===== config.mk =====
export PLATFORM = sky130hd
export DESIGN_NAME = bin_to_bcd_display
export DESIGN_NICKNAME = d
export VERILOG_FILES = /design/src/rtl/bin_to_bcd_display.sv
export SDC_FILE = /design/constraint.sdc
export NUM_CORES = 1
export LEC_CHECK = 0
export BUFFER_PORTS_ARGS = -buffer_cell sky130_fd_sc_hd__buf_2
export CORE_MARGIN = 2
export CORE_UTILIZATION = 45
export DETAILED_ROUTE_END_ITERATION = 6
export PLACE_DENSITY = 0.74
export SLEW_MARGIN = 40
export SYNTH_ARGS = -nofsm -noshare
export SYNTH_HDL_FRONTEND = slang
export SYNTH_SLANG_ARGS = --single-unit

===== constraint.sdc =====
create_clock -name clk -period 1.55 [get_ports clk]
set_input_delay 0.155 -clock clk [delete_from_list [all_inputs] [get_ports clk]]
set_output_delay 0.155 -clock clk [all_outputs]
set_load 0.05 [all_outputs]

===== src/rtl/bin_to_bcd_display.sv =====
// bin_to_bcd_display: double-dabble binary to 3-digit BCD with seven-segment outputs; optional BCD_LEADING_ZERO_BLANK_EN blanks leading zeros
module bin_to_bcd_display #(
  parameter int IN_W = 8,
  parameter bit SEG_ACTIVE_LOW = 1
) (
  input  logic            clk,
  input  logic            rst,
  input  logic            load,
  input  logic [IN_W-1:0] Y_in,
  output logic            busy,
  output logic            valid,
  output logic [11:0]     bcd,
  output logic [6:0]      hex0,
  output logic [6:0]      hex1,
  output logic [6:0]      hex2
);
  localparam int CW = $clog2(IN_W + 1);
  localparam logic [CW-1:0] CNT_LAST = CW'(IN_W);
  localparam logic [6:0] SEG_ZERO = 7'b1000000;
  localparam logic [6:0] SEG_BLANK = 7'b1111111;
`ifdef BCD_LEADING_ZERO_BLANK_EN
  localparam logic [6:0] SEG_LEAD_RST = SEG_BLANK;
`else
  localparam logic [6:0] SEG_LEAD_RST = SEG_ZERO;
`endif
  typedef enum logic [1:0] {ST_IDLE, ST_ADJUST, ST_SHIFT, ST_DONE} state_t;
  state_t state_q, state_d;
  logic [IN_W-1:0] bin_sr_q, bin_sr_d;
  logic [11:0] scratch_q, scratch_d, bcd_q, bcd_d;
  logic [CW-1:0] cnt_q, cnt_d;
  logic valid_q, valid_d;
  logic [6:0] hex0_q, hex0_d, hex1_q, hex1_d, hex2_q, hex2_d;
  function automatic logic [6:0] seg(input logic [3:0] n);
    case (n)
      4'd0: seg = 7'b1000000;
      4'd1: seg = 7'b1111001;
      4'd2: seg = 7'b0100100;
      4'd3: seg = 7'b0110000;
      4'd4: seg = 7'b0011001;
      4'd5: seg = 7'b0010010;
      4'd6: seg = 7'b0000010;
      4'd7: seg = 7'b1111000;
      4'd8: seg = 7'b0000000;
      4'd9: seg = 7'b0010000;
      default: seg = 7'b0111111;
    endcase
  endfunction
  function automatic logic [6:0] pol(input logic [6:0] s);
    pol = SEG_ACTIVE_LOW ? s : ~s;
  endfunction
  function automatic logic [3:0] adj(input logic [3:0] n);
    adj = (n >= 4'd5) ? n + 4'd3 : n;
  endfunction
  assign busy = state_q != ST_IDLE;
  assign valid = valid_q;
  assign bcd = bcd_q;
  assign hex0 = hex0_q;
  assign hex1 = hex1_q;
  assign hex2 = hex2_q;
  // Next-state logic: accept a load in idle, then alternate adjust/shift IN_W times and publish
  always_comb begin
    state_d = state_q;
    bin_sr_d = bin_sr_q;
    scratch_d = scratch_q;
    cnt_d = cnt_q;
    bcd_d = bcd_q;
    hex0_d = hex0_q;
    hex1_d = hex1_q;
    hex2_d = hex2_q;
    valid_d = 1'b0;
    case (state_q)
      ST_IDLE: if (load) begin
        bin_sr_d = Y_in;
        scratch_d = '0;
        cnt_d = '0;
        state_d = ST_ADJUST;
      end
      ST_ADJUST: begin
        scratch_d = {adj(scratch_q[11:8]), adj(scratch_q[7:4]), adj(scratch_q[3:0])};
        state_d = ST_SHIFT;
      end
      ST_SHIFT: begin
        {scratch_d, bin_sr_d} = {scratch_q, bin_sr_q} << 1;
        cnt_d = cnt_q + CW'(1);
        state_d = (cnt_d == CNT_LAST) ? ST_DONE : ST_ADJUST;
      end
      ST_DONE: begin
        bcd_d = scratch_q;
        hex0_d = pol(seg(scratch_q[3:0]));
`ifdef BCD_LEADING_ZERO_BLANK_EN
        hex1_d = pol(scratch_q[11:4] == 8'd0 ? SEG_BLANK : seg(scratch_q[7:4]));
        hex2_d = pol(scratch_q[11:8] == 4'd0 ? SEG_BLANK : seg(scratch_q[11:8]));
`else
        hex1_d = pol(seg(scratch_q[7:4]));
        hex2_d = pol(seg(scratch_q[11:8]));
`endif
        valid_d = 1'b1;
        state_d = ST_IDLE;
      end
      default: state_d = ST_IDLE;
    endcase
  end
  // State registers with synchronous active-low reset that discards any conversion in flight
  always_ff @(posedge clk) begin
    if (!rst) begin
      state_q <= ST_IDLE;
      bin_sr_q <= '0;
      scratch_q <= '0;
      cnt_q <= '0;
      bcd_q <= '0;
      valid_q <= 1'b0;
      hex0_q <= pol(SEG_ZERO);
      hex1_q <= pol(SEG_LEAD_RST);
      hex2_q <= pol(SEG_LEAD_RST);
    end else begin
      state_q <= state_d;
      bin_sr_q <= bin_sr_d;
      scratch_q <= scratch_d;
      cnt_q <= cnt_d;
      bcd_q <= bcd_d;
      valid_q <= valid_d;
      hex0_q <= hex0_d;
      hex1_q <= hex1_d;
      hex2_q <= hex2_d;
    end
  end
endmodule


# After elaboration in Yosys (flattened, before gate mapping)
# Memories as Yosys holds them, arrays and structs flattened. A register that Yosys moved wholly into a read port is not among the register bits.
# Index checks and enable logic that the tools add are counted.
# classes
addsub	4
mul	0
n_div	0
magnitude_cmp	3
n_eq_ne	8
n_shift	0
mux	13
bitwise	0
reduce_logical	11
# op_table
operator	n
12-bit case mux with 3 select lines	1
4-bit 2-to-1 mux	4
8-bit case mux with 2 select lines	1
4-bit by 2-bit adder with 4-bit output, second input constant	3
4-bit by 3-bit >= comparator with 1-bit output, second input constant	3
12-bit 2-to-1 mux	1
3-bit AND reduction	3
8-bit 2-to-1 mux	1
2-bit != test, second input constant	4
2-bit case mux with 4 select lines	1
4-bit case mux with 2 select lines	1
4-bit by 1-bit adder with 4-bit output, second input constant	1
2-bit == test, second input constant	2
4-bit == test, second input constant	1
2-bit 2-to-1 mux	2
2-bit nonzero test	2
1-bit zero test	3
3-bit nonzero test	1
2-bit by 1-bit == test with 1-bit output, second input constant	1
2-bit zero test	1
2-bit AND reduction	1
1-bit 2-to-1 mux	1
# word_totals
reg_bits	39
latchBits	0
ramBits	0
romBits	336
in_bits	11
out_inout_bits	35
wordCells	50
memories	3
# memory_table
name	depth	word_bits	read_ports	rd_ports_with_merged_regs	wr	line	source
(name not given)	16	7	1	1	0	34	case (n)
(name not given)	16	7	1	1	0	34	
(name not given)	16	7	1	1	0	34	

# Longest topological paths before layout
# logic_depth
word_depth	4
ltp_mapped	8

# Worst setup path after synthesis
# No wires, ideal clock.
# synth_path
path_type	reg-to-reg
startpoint	register state_q[1]
endpoint	register bin_sr_q[1]
setup_ns	0.079
t_arrival_ns	1.460
path_slack_ns	0.010
path_stages_with_launch	9
cell_sequence	dfxtp_1 inv_1 ha_1 nor2b_1 buf_6 nor2_8 buf_6 nor2_2 a211oi_2
# synth_via
elab_chain_len	3
elab_cells_between_ends	6
cone_classes	eq/ne: 2; mux: 1; reduce/logical: 3
# synth_lines
item	line	source
start, declared	27	state_t state_q, state_d;
start signal, assigned	116	state_q <= state_d;
2-bit == test or 2-bit zero test (tied branches)	71	case (state_q)
2-bit nonzero test (no line) or 2-bit != test (tied branches)	--	
2-bit AND reduction (no line)	--	
end signal, assigned	117	bin_sr_q <= bin_sr_d;
end, declared	28	logic [IN_W-1:0] bin_sr_q, bin_sr_d;
# Several ways; a longest one is shown, not always the timed one.
# A chain may end at the register's enable or synchronous reset.

# Final worst setup path
# layout_path
startpoint	register state_q[0]
endpoint	register scratch_q[7]
# layout_via
elab_chain_len	3
elab_cells_between_ends	8
cone_classes	eq/ne: 4; mux: 1; reduce/logical: 3
# layout_lines
item	line	source
2-bit by 1-bit == test with 1-bit output (tied with other cells)	71	
2-bit != test (no line) or 3-bit nonzero test (tied branches)	--	
3-bit AND reduction (no line)	--	
end signal, assigned	118	scratch_q <= scratch_d;
end, declared	29	logic [11:0] scratch_q, scratch_d, bcd_q, bcd_d;
# Several ways; a longest one is shown, not always the timed one.

==> out/results.txt <==
root buf cell -> clkbuf_8
RSZ-0062 raised after global routing -> yes
Synth area leader -> dfxtp_1
htree depth -> 3
core region area -> 7140 um^2
Setup CP Type -> reg2reg
Internal Power -> 2.95 mW
Synth area leaders -> dfxtp_1 37%, ha_1 9.6%, mux2i_1 7.0%
pre-CTS WS -> -0.0646 ns
Final Hold Viols -> 0
CTS buffer count -> 9
status -> finished, final reports clean
worst skew pair latency -> 0.35 ns
Flop pwr share -> 38.9%
Max Fclk -> 0.676 GHz
Die H -> 89.2 um
# IOs -> 46
post-synth cell types -> 43
worst relative slew slack -> 71.5%
Clk pwr share -> 33.8%
Via density -> 5.29
clock sink total -> 60
Comb pwr share -> 27.3%
Area Overhead vs Synth -> 24.4%
EDFF count, synth -> 0
r2r worst-path depth -> 7
Tmin final -> 1.48 ns
Die Wd -> 89.2 um
worst setup path endpoint -> scratch_q[7]
Worst VDD drop -> 528 uV
WL final -> 7.47 mm
crit end category -> flip-flop
type of origin of the critical path -> flip-flop
RR Endpoint -> scratch_q[7]
Power Density -> 1070 nW/um^2
RR Startpoint -> state_q[0]
Top FF cell, synth -> dfxtp_1
vias -> 2914
initial core utilization -> 45.8%
clk buf depth -> 2
Remaining DRCs -> 0
Tcrit/Tclk final -> 95.4%
first-pass GRT wire length -> 12.0 mm
Reg2Reg Setup Slack -> 0.07 ns
area share of the largest cell type after synthesis -> 36.8%
worst slew pin tran -> 0.427 ns
count leader, synth -> dfxtp_1
Mapped Area -> 3270 um^2
antenna viol nets, final -> 0
Final Worst Setup Slack -> 0.0716 ns
top cells by count, synth -> 60 x dfxtp_1, 37 x a21oi_1, 36 x nor2_1
Pins Over Slew Limit -> 0
syn nets -> 412
Worst Setup SP -> state_q[0]
I/O Buffers -> 45
worst min path class -> in2reg
clk slew on worst S/H paths -> 0.07 ns
Cells after Synth -> 376
Synth Register Bits -> 60
cts hold-fix bufs -> 0
Ant. Diodes -> 0
Die Area -> 7950 um^2
async set-reset flop share out of synthesis -> 0%
Util after Layout -> 56.9%
WL/cell -> 13.6 um
share of cells above drive strength 1 -> 30.8%
final setup vio count -> 0
HPWL after DPL -> 5.06 mm
CTS tree -> yes
Seq/Total Area, Yosys -> 36.8%
CP max FO -> 5
Total GRT Usage -> 19.2%
Worst Path Required -> 1.82 ns
sw frac -> 31.9%
final-stage net count -> 483
DR pass1 iterations -> 4
vias in the first global route -> 2660
Clock Skews -> 0.00670 ns
initial antenna violation count -> 0
Layout fillers -> 652
Initial DRC Count -> 194
P_leak -> 1.61 nW
gr ovfl total -> 0
arrival time at the worst endpoint -> 1.75 ns
largest net degree at the start of global routing -> 27
Switching Power -> 1.38 mW
gp weighted congestion -> 0.811
mean post-synth cell area -> 8.69 um^2
Core Rows -> 31
Synthesis Warnings -> 0
max_cap viols -> 0
routing by layer:
| metal | global-route usage [%] | share of wire (%) | vias up |
|---|---|---|---|
| met5 | 0 | 0 | - |
| met4 | 8.14 | 1.7 | 0 |
| met3 | 4.89 | 3.5 | 11 |
| met2 | 30.5 | 50 | 55 |
| met1 | 24.9 | 45 | 1372 |
| li1 | - | - | 1476 |
final cells by class:
class	instances	area, um^2	share of cell area (%)
multi-input cells	271	1890	46.6
flip-flops and latches	60	1210	29.7
repair buffers	87	567	14.0
clock buffers	12	155	3.82
well taps	99	124	3.05
inverters	18	70.1	1.72
clock inverters	4	47.5	1.17
power groups by stage:
stage               Combinational (mW)  Clock (mW)  Sequential, mW
floorplan                        0.678           0            1.77
global placement                  1.00           0            1.71
detailed placement                1.02           0            1.71
CTS                               1.12        1.49            1.68
global route                      1.28        1.58            1.69
finish                            1.18        1.46            1.68
state kept, by name, summed over array words and instances (netlist names):
| name | flops |
|---|---|
| scratch_q | 12 |
| hex2 | 7 |
| hex1 | 7 |
| hex0 | 7 |
| bcd | 12 |
| valid | 1 |
| state_q | 2 |
| bin_sr_q | 8 |
| cnt_q | 4 |
repair_timing:
action,CTS,global route
setup buffers,7,1
pin swaps,2,2
endpoints found under the setup margin,21,29
resized for setup,5,16
gates cloned,0,1
cell usage in the layout (no fill, tap or decap), types with 3 or more instances in the layout:
master	count
a211oi_1	5
a211oi_2	7
a21o_1	3
a21oi_1	34
a21oi_2	3
a22o_1	3
a32oi_1	4
buf_2	44
buf_4	39
buf_6	3
clkbuf_8	11
dfxtp_1	56
dfxtp_2	4
ha_1	22
ha_2	3
inv_1	13
inv_2	4
mux2_2	3
mux2i_1	23
nand2_1	25
nand2b_1	11
nand3_1	7
nand4_1	9
nor2_1	36
nor2_2	3
nor3_1	4
o211ai_1	4
o21ai_0	19
o21ai_1	11
o21bai_1	3
o221ai_1	3
o31ai_2	3
kinds of logic (layout without fill, tap and decap cells):
logic type | count (synthesis) | in the layout | share of synthesized area, %
buffers and inverters | 46 | 121 | 6.51
flip-flops | 60 | 60 | 36.8
multiplexers | 26 | 26 | 8.08
XOR/XNOR | 2 | 2 | 0.536
AND/OR/NAND/NOR | 107 | 108 | 16.5
AO/OA/AOI/OAI | 110 | 110 | 22.0
adder cells (fa/ha/maj) | 25 | 25 | 9.58
how the worst min path moves through the flow:
| stage | cells after the start | endpoint | slack (ns) | start |
|---|---|---|---|---|
| floorplan | 2 | bin_sr_q[0] | 0.33 | load |
| global placement | 3 | bin_sr_q[0] | 0.44 | Y_in[0] |
| detailed placement | 2 | hex2[5] | 0.45 | hex2[5] |
| CTS | 3 | bin_sr_q[0] | 0.09 | Y_in[0] |
| global route | 3 | bin_sr_q[0] | 0.11 | Y_in[0] |
| finish | 3 | bin_sr_q[0] | 0.11 | Y_in[0] |
through the flow:
stage | hold slack, ns | instances | power (mW) | area, um^2 | setup TNS (ns)
CTS | 0.0950 | 549 | 4.29 | 4010 | 0
global route | 0.109 | 551 | 4.55 | 4060 | -0.0225
detailed placement | 0.452 | 526 | 2.74 | 3740 | -0.584
global placement | 0.438 | 526 | 2.71 | 3740 | -0.0126
finish | 0.106 | 551 | 4.33 | 4060 | 0
floorplan | 0.328 | 376 | 2.45 | 3270 | 0
critical path, stage by stage, from the launching register on:
cell     delay [ns]
dfxtp_2        0.36
inv_2          0.05
ha_2           0.19
nor2b_1        0.14
buf_4          0.16
nor2_8         0.12
nand3_2        0.14
o31ai_2        0.24
Power figures use the tool's default switching activity.
